===== src/rtl/golden_nonce_sequencer_pkg.sv =====
// Shared widths, hash word-slice macro and issue-state payload for the golden nonce sequencer.
`ifndef GOLDEN_NONCE_SEQUENCER_IDX
`define GOLDEN_NONCE_SEQUENCER_IDX
`define IDX(w) ((w)*32+31):((w)*32)
`endif

package golden_nonce_sequencer_pkg;

   localparam int unsigned NONCE_W = 32;
   localparam int unsigned HASH_W  = 256;
   localparam int unsigned CNT_W   = 6;
   localparam int unsigned WORD_W  = 32;

   typedef logic [NONCE_W-1:0] nonce_t;

   // Everything presented to the hasher chain in one cycle.
   typedef struct packed {
      logic [CNT_W-1:0] cnt;
      logic             feedback;
      nonce_t           nonce;
   } issue_t;

   function automatic logic word_le(input logic [WORD_W-1:0] a, input logic [WORD_W-1:0] b);
      return a <= b;
   endfunction

endpackage


===== src/rtl/golden_fifo.sv =====
// Synchronous first-word-fall-through FIFO; head is always entry 0, so every output is a flop.
module golden_fifo #(
   parameter int unsigned WIDTH = 32,
   parameter int unsigned DEPTH = 4
) (
   input  logic             clk,
   input  logic             reset,
   input  logic             push,
   input  logic [WIDTH-1:0] wdata,
   input  logic             pop,
   output logic [WIDTH-1:0] head,
   output logic             full,
   output logic             empty,
   output logic             valid
);

   localparam int unsigned OCC_W = $clog2(DEPTH + 1);

   logic [WIDTH-1:0] mem_q [DEPTH];
   logic [WIDTH-1:0] mem_n [DEPTH];
   logic [OCC_W-1:0] count_q;
   logic [OCC_W-1:0] count_n;
   logic [OCC_W-1:0] wr_idx;
   logic             do_push;
   logic             do_pop;

   // A full FIFO still accepts a push when the same cycle frees a slot.
   assign do_pop  = pop && !empty;
   assign do_push = push && (!full || do_pop);
   assign wr_idx  = do_pop ? count_q - OCC_W'(1) : count_q;
   assign head    = mem_q[0];

   always_comb begin
      mem_n   = mem_q;
      count_n = count_q;
      if (do_pop) begin
         for (int i = 0; i < DEPTH - 1; i++) begin
            mem_n[i] = mem_q[i+1];
         end
         mem_n[DEPTH-1] = '0;
         count_n        = count_n - OCC_W'(1);
      end
      if (do_push) begin
         for (int i = 0; i < DEPTH; i++) begin
            if (wr_idx == OCC_W'(i)) begin
               mem_n[i] = wdata;
            end
         end
         count_n = count_n + OCC_W'(1);
      end
   end

   always_ff @(posedge clk) begin
      if (reset) begin
         mem_q   <= '{default: '0};
         count_q <= '0;
         full    <= 1'b0;
         empty   <= 1'b1;
         valid   <= 1'b0;
      end else begin
         mem_q   <= mem_n;
         count_q <= count_n;
         full    <= (count_n == OCC_W'(DEPTH));
         empty   <= (count_n == '0);
         valid   <= (count_n != '0);
      end
   end

endmodule


===== src/rtl/golden_nonce_sequencer.sv =====
// Drives cnt/feedback/nonce into the double-SHA-256 chain and queues nonces whose final hash
// meets the target.
module golden_nonce_sequencer
   import golden_nonce_sequencer_pkg::*;
#(
   parameter int unsigned LOOP       = 4,
   parameter int unsigned NONCE_LAG  = 34,
   parameter int unsigned FIFO_DEPTH = 4
) (
   input  logic               clk,
   input  logic               reset,
   input  logic               work_load,
   input  logic [NONCE_W-1:0] nonce_start,
   input  logic [WORD_W-1:0]  target,
   input  logic [HASH_W-1:0]  hash_in,
   output logic [CNT_W-1:0]   cnt,
   output logic               feedback,
   output logic [NONCE_W-1:0] nonce,
   output logic               golden_valid,
   output logic [NONCE_W-1:0] golden_nonce,
   input  logic               golden_ready,
   output logic               overflow,
   output logic               exhausted
);

   localparam int unsigned     WARM_W    = (NONCE_LAG < 1) ? 1 : $clog2(NONCE_LAG + 1);
   localparam logic [CNT_W-1:0]  LOOP_LAST = CNT_W'(LOOP - 1);
   localparam logic [WARM_W-1:0] WARM_FULL = WARM_W'(NONCE_LAG);
   localparam nonce_t            LAG       = NONCE_W'(NONCE_LAG);

   issue_t            issue_q;
   issue_t            issue_n;
   logic [WARM_W-1:0] warm_q;
   logic [WARM_W-1:0] warm_n;
   logic              exhausted_n;
   logic              overflow_n;
   logic              slot_wrap;
   logic              check;
   logic              match;
   logic              push;
   logic              pop;
   logic              fifo_full;
   logic              fifo_empty;
   nonce_t            golden_in;
   logic              unused_hash;

   assign unused_hash = ^hash_in[HASH_W-WORD_W-1:0];

   // The hash on hash_in at cnt==0 belongs to the nonce issued NONCE_LAG slots ago.
   assign slot_wrap = (issue_q.cnt == LOOP_LAST);
   assign match     = word_le(hash_in[`IDX(7)], target);
   assign check     = !work_load && (issue_q.cnt == '0) && (warm_q == WARM_FULL);
   assign push      = check && match;
   assign pop       = golden_ready && !fifo_empty;
   assign golden_in = issue_q.nonce - LAG;

   always_comb begin
      issue_n     = issue_q;
      warm_n      = warm_q;
      exhausted_n = exhausted;
      overflow_n  = overflow;
      if (push && fifo_full && !pop) begin
         overflow_n = 1'b1;
      end
      if (work_load) begin
         issue_n.cnt      = '0;
         issue_n.feedback = 1'b0;
         issue_n.nonce    = nonce_start;
         warm_n           = '0;
         exhausted_n      = 1'b0;
      end else begin
         issue_n.cnt      = slot_wrap ? '0 : issue_q.cnt + CNT_W'(1);
         issue_n.feedback = !slot_wrap;
         if (slot_wrap) begin
            issue_n.nonce = issue_q.nonce + NONCE_W'(1);
            if (&issue_q.nonce) begin
               exhausted_n = 1'b1;
            end
            if (warm_q != WARM_FULL) begin
               warm_n = warm_q + WARM_W'(1);
            end
         end
      end
   end

   always_ff @(posedge clk) begin
      if (reset) begin
         issue_q   <= '0;
         warm_q    <= '0;
         exhausted <= 1'b0;
         overflow  <= 1'b0;
      end else begin
         issue_q   <= issue_n;
         warm_q    <= warm_n;
         exhausted <= exhausted_n;
         overflow  <= overflow_n;
      end
   end

   assign cnt      = issue_q.cnt;
   assign feedback = issue_q.feedback;
   assign nonce    = issue_q.nonce;

   golden_fifo #(
      .WIDTH (NONCE_W),
      .DEPTH (FIFO_DEPTH)
   ) u_fifo (
      .clk   (clk),
      .reset (reset),
      .push  (push),
      .wdata (golden_in),
      .pop   (pop),
      .head  (golden_nonce),
      .full  (fifo_full),
      .empty (fifo_empty),
      .valid (golden_valid)
   );

endmodule


===== config.mk =====
export PLATFORM = sky130hd
export DESIGN_NAME = golden_nonce_sequencer
export DESIGN_NICKNAME = d
export VERILOG_FILES = /design/src/rtl/golden_nonce_sequencer_pkg.sv /design/src/rtl/golden_fifo.sv /design/src/rtl/golden_nonce_sequencer.sv
export SDC_FILE = /design/constraint.sdc
export NUM_CORES = 1
export LEC_CHECK = 0
export ABC_AREA = 1
export ABC_CLOCK_PERIOD_IN_PS = 3000
export CAP_MARGIN = 20
export CORE_AREA = 2 2 156 158
export CTS_BUF_LIST = sky130_fd_sc_hd__clkbuf_2
export DETAILED_ROUTE_END_ITERATION = 6
export DIE_AREA = 0 0 158 160
export DONT_BUFFER_PORTS = 1
export PLACE_DENSITY = 0.68
export SYNTH_ARGS = -nofsm -noshare
export SYNTH_HDL_FRONTEND = slang
export SYNTH_SLANG_ARGS = --single-unit

===== constraint.sdc =====
create_clock -name clk -period 3 [get_ports clk]
set_clock_uncertainty 0.1 [all_clocks]
set_input_delay 0.15 -clock clk [delete_from_list [all_inputs] [get_ports clk]]
set_output_delay 0.15 -clock clk [all_outputs]
set_load 0.02 [all_outputs]

# After elaboration in Yosys (flattened, before gate mapping)
# Index checks and enable logic that the tools add are counted.
[op_classes]
eq_ne = 7
order_cmp = 1
reduce_logical = 23
mux = 10
n_addsub = 6
[op_table]
columns = ["cell", "n"]
rows = [
  ["two-way mux 128 bit", 2],
  ["two-way mux 32 bit", 6],
  ["AND reduction 33 bit", 1],
  ["adder 32 x 1 -> 32 bit, second input constant", 1],
  ["<= comparator 32 bit", 1],
  ["subtractor 32 x 6 -> 32 bit, second input constant", 1],
  ["adder 6 x 1 -> 6 bit, second input constant", 2],
  ["logical AND 1 bit", 8],
  ["== test 3 x 2 -> 1 bit, second input constant", 2],
  ["== test 6 x 2 -> 1 bit, second input constant", 1],
  ["== test 6 bit, second input constant", 1],
  ["zero test 3 bit", 2],
  ["zero test 6 bit", 1],
  ["two-way mux 3 bit", 2],
  ["!= test 6 bit, second input constant", 1],
  ["zero test 1 bit", 5],
  ["adder 3 x 1 -> 3 bit, second input constant", 1],
  ["== test 3 x 1 -> 1 bit, second input constant", 1],
  ["== test 3 bit, second input constant", 1],
  ["nonzero test 3 bit", 1],
  ["OR reduction 3 bit", 1],
  ["subtractor 3 x 1 -> 3 bit, second input constant", 1],
  ["AND reduction 2 bit", 1],
  ["nonzero test 2 bit", 1],
  ["2 further kinds", 2],
]
[word_totals]
input_bits = 324
regBits = 181
wordCells = 61

# Logic depth before layout (Yosys ltp)
[depth]
ltp_word = 7
mapped_depth = 20

# By module
# A second synthesis with hierarchy kept.
[unflattened]
cells_unflattened = 1800
area_unflattened_um2 = 11187.0
[modules_own_cells]
columns = ["mod", "cells_each", "instances", "area_per_inst_um2", "seq_area_each_um2"]
rows = [
  ["golden_fifo", 1120, 1, 6861.6, 2682.6],
  ["golden_nonce_sequencer", 680, 1, 4325.4, 940.9],
]

# Least setup slack after synthesis
# Ideal clock, no wire load.
[synth_path]
kind = "flip-flop to flip-flop"
from = "reg u_fifo.empty"
to = "reg u_fifo.mem_q[16] in the netlist's numbering"
setup_slack_ns = 0.794
stages_incl_launch_ff = 11
arrival_ns = 1.973
n_path_buf = 1
path_cell_list = "dfxtp_1 > nor2_2 > xor2_1 > inv_1 > ha_1 > ha_1 > inv_2 > clkbuf_1 > nor2_1 > o21ai_0 > a21oi_1"
[synth_between]
elab_chain_cells = 7
word_cells_on_any_way = 10
cone_classes = "eq/ne: 1; mux: 4; reduce/logical: 5"
[synth_rtl]
columns = ["item", "line_no", "rtl"]
rows = [
  ["start: declaration", "golden_fifo.sv:13", "output logic empty,"],
  ["start signal: assignment", "golden_fifo.sv:64", "empty <= (count_n == '0);"],
  ["zero test 1 bit *", "golden_fifo.sv:28, golden_nonce_sequencer.sv:54", ""],
  ["logical AND 1 bit", "golden_nonce_sequencer.sv:54", "assign pop = golden_ready && !fifo_empty;"],
  ["logical AND 1 bit *", "golden_fifo.sv:28", "assign do_pop = pop && !empty;"],
  ["two-way mux 3 bit", "golden_fifo.sv:30", "assign wr_idx = do_pop ? count_q - OCC_W'(1) : count_q;"],
  ["== test 3 x 2 -> 1 bit", "golden_fifo.sv:45", "if (wr_idx == OCC_W'(i)) begin"],
  ["two-way mux 32 bit", "golden_fifo.sv:45", ""],
  ["two-way mux 128 bit *", "golden_fifo.sv:43", "if (do_push) begin"],
  ["end signal: assignment", "golden_fifo.sv:61", "mem_q <= mem_n;"],
  ["end: declaration", "golden_fifo.sv:19", "logic [WIDTH-1:0] mem_q [DEPTH];"],
]
# Mark *: on every way between the ends. The rest lies on a longest branch, timed or not.
# A chain may end at the register's enable or synchronous reset.

# Worst setup path after layout
[layout_path]
from = "reg issue_q (netlist bit nonce[2])"
to = "reg issue_q (netlist bit nonce[15])"
[layout_between]
elab_chain_cells = 3
[layout_rtl]
columns = ["item", "line_no", "rtl"]
rows = [
  ["start: declaration", "golden_nonce_sequencer.sv:31", "issue_t issue_q;"],
  ["start signal: assignment", "golden_nonce_sequencer.sv:93", "issue_q <= issue_n;"],
  ["adder 32 x 1 -> 32 bit", "golden_nonce_sequencer.sv:75", "issue_n.nonce = issue_q.nonce + NONCE_W'(1);"],
  ["two-way mux 32 bit", "golden_nonce_sequencer.sv:74", "if (slot_wrap) begin"],
  ["two-way mux 32 bit", "golden_nonce_sequencer.sv:65", "if (work_load) begin"],
]
# No other way between the ends. The select of a mux whose other input is x is not followed.

==> impl_metrics.tcl <==
set metrics [dict create \
    grt_pass1_wl_um 55800 \
    yosys.area.top_type_share 0.320 \
    synth.top_cells.by_count "nand2_1, nor2_1, o21ai_0, inv_1, dfxtp_1" \
    holdPathStages 5 \
    synth_ff_type "dfxtp_1" \
    hold_class "in -> reg" \
    grt_usage 0.282 \
    pre_cts_ws_ns 0.0747 \
    highest_layer "met5" \
    crit_chain "ha_1 -> nand3_2 -> nor3_4 -> buf_4 -> inv_2 -> nor2_1 -> xor2_1 -> a221oi_1 -> dlygate4sd3_1 -> nor2_1" \
    viasPerCell 5.26 \
    endpoint "nonce[15]" \
    ys_ff_latch 181 \
    grt_max_degree 115 \
    p_sw_frac 0.394 \
    path_clk_slew_ns 0.26 \
    yosysWarnings 0 \
    worstMarginPinSlew_ns 0.899 \
    crit_top_cell "nor2_1" \
    status "finished clean" \
    synth_top_family_by_area "simple AND/OR/NAND/NOR gates" \
    critPathLaunch "nonce[2]" \
    gp_congestion 0.913 \
    final_antenna_net_count 0 \
    hold_violations 0 \
    final-max-slew-violation-count 0 \
    hpwl_um 24900 \
    critPathArrivalTime_ns 3.40 \
    p_switching_mw 2.01 \
    postSynthAreaPerCell_um2 6.31 \
    post-place-cells 2027 \
    setup_viol 0 \
    die_area_um2 25300 \
    post-route-period-util 0.937 \
    drcViolationCount 0 \
    synth_edf_count 0 \
    slowest_delay_ns 0.69 \
    crit_path_start_kind "flop" \
    syn_area_um2 11300 \
    cts_root_buf "clkbuf_2" \
    areaGrowthSynthToFinish_pct 7.92 \
    ios 398 \
    finalPower_mw 5.10 \
    ys_top_cells_by_area "dfxtp_1, nand2_1, o21ai_0, nor2_1, inv_1" \
    drive_above_1_share 0.0590 \
    finalNetCount 2155 \
    fmaxAchievable_mhz 356 \
    fin_setup_tns_ns 0 \
    synth_xor_area_frac 0.0386 \
    period_needed_ns 2.81 \
    fp.dieH_um 160 \
    grt_setup_unrepaired "no" \
    die_w_um 158 \
    yosysUniqueCellTypes 43 \
    cts-buffers-inserted 17 \
    relSlewSlack 0.395 \
    syn_inst 1795 \
    r2r_start "nonce[2]" \
    clock_latency_ns 0.78 \
    wl_met2_um 15000 \
    critPathRequiredTime_ns 3.59 \
    finalNonFillerCells 2124 \
    synth_compound_area_frac 0.155 \
    fin_util 0.513 \
    seqPwrFrac 0.502 \
    syn_nets 2164 \
    wl_met1_um 16700 \
    cts_max_level 4 \
    fin_area_um2 12200 \
    async_flop_share 0 \
    slowest_stage "dfxtp_1" \
    clock_sinks 181 \
    num_vias 11200 \
    drv_cap 0 \
    rows 57 \
    antenna_found_initial 4 \
    wl_um 35400 \
    synth_fa_ha_area_frac 0.0497 \
    worst-path-max-fanout 6 \
    reg2regPathDepth 10 \
    io_buffers 0 \
    coreArea_um2 23800 \
    wl_met3_um 3170 \
    setup_slack_ns 0.188 \
    grt_pass1_vias 10500 \
    pwr-share-comb 0.279 \
    hold_ws_ns 0.0456 \
    clockPowerShare 0.220 \
    p_leak_nw 5.17 \
    power.internal_mw 3.09 \
    overflow 0 \
    powerDensity_nw_per_um2 417 \
    placed_cell_area_um2 11300 \
    yosysMostFrequentCell "nand2_1" \
    max-vdd-ir-drop_mv 0.257 \
    initial_core_util 0.475 \
    seq_area_frac_synth 0.320 \
    synthSimpleGateAreaFrac 0.314 \
    drt-pass1-iter-count 5 \
    cts_buffer_depth 2 \
    drtIter0Drc 926 \
    rrSetupSlack_ns 0.19 \
    wl_per_cell_um 16.6 \
    yosysTopAreaCell "dfxtp_1" \
    endpoint_kind "flop" \
    cts_tree "done" \
    worstSetupPathType "reg -> reg" \
    worstReg2RegEnd "nonce[15]" \
    synth_mux_area_frac 0 \
]
[registers in the layout, indices dropped and copies added, names as in the netlist]
name / flops
u_fifo.head: 32
u_fifo.empty: 1
feedback: 1
warm_q: 6
nonce: 32
u_fifo.mem_q: 96
u_fifo.count_q: 3
cnt: 6
exhausted: 1
overflow: 1
u_fifo.full: 1
u_fifo.valid: 1
[cells in the final DEF (no fill, tap or decap), types with 6 or more instances in the layout]
master         count
a31oi_1           17
nor2_1           262
inv_2             10
nand2_2            7
nand4_1           20
o21ai_0          211
dfxtp_1          181
xor2_1            46
nor2_4             7
nand2_1          497
o21ai_1           10
nor3_1            17
clkbuf_2          20
inv_1            189
dlygate4sd3_1     60
nand3_1           26
nor4_1             6
ha_1              45
a21oi_1           81
buf_4             30
[what timing repair did]
item	4_1_cts	5_1_grt
buffers inserted	0	0
resized for setup	0	1
gates cloned	1	0
hold buffers	61	1
hold endpoints to repair	155	1
pin swaps	1	0
setup endpoints to repair	2	1
[worst max-delay path, delay by kind of cell, from the launching register on]
| kind | cells | cell delay (ns) |
|---|---|---|
| XOR/XNOR | 1 | 0.09 |
| buffers and inverters | 3 | 0.81 |
| flip-flops | 1 | 0.69 |
| AND/OR/NAND/NOR | 4 | 0.50 |
| AO/OA/AOI/OAI | 1 | 0.29 |
| adder cells (fa/ha/maj) | 1 | 0.29 |
[area by class of cell]
type	instances	area [µm²]
antenna	2	5.00
clock buffer	20	100
clock inverter	11	78.8
fill	2426	11600
inverter	200	752
multi-input combinational	1292	6330
sequential	181	3620
tap	324	405
timing repair buffer	94	921
[per-layer routing]
| layer | global-route usage | up-vias |
|---|---|---|
| met4 | 0.0565 | 4 |
| met3 | 0.0863 | 35 |
| met5 | 0 | - |
| li1 | - | 5634 |
| met2 | 0.424 | 402 |
| met1 | 0.400 | 5106 |
[how the worst min path moves through the flow]
| stage | start | endpoint | slack (ns) |
|---|---|---|---|
| after global routing | nonce_start[30] | nonce[30] | 0.01 |
| after floorplan | nonce_start[15] | nonce[15] | 0.21 |
| after global placement | reset | nonce[13] | 0.13 |
| final | nonce_start[19] | nonce[19] | 0.05 |
| after detailed placement | reset | nonce[13] | 0.13 |
| after CTS | nonce_start[3] | nonce[3] | 0.002 |
[logic make-up after synthesis]
kind of cell / after synthesis
buf+inv: 323
simple gates: 861
compound gates: 336
fa+ha+maj: 45
flops: 181
xor+xnor: 49
[power groups by stage]
| stage | clock, mW | sequential, mW | combinational (mW) |
|---|---|---|---|
| after floorplan | 0 | 2.59 | 0.914 |
| after global placement | 0 | 2.60 | 1.25 |
| after detailed placement | 0 | 2.60 | 1.26 |
| after CTS | 1.14 | 2.56 | 1.38 |
| after global routing | 1.23 | 2.57 | 1.58 |
| final | 1.12 | 2.56 | 1.42 |
Power figures use the tool's default switching activity.
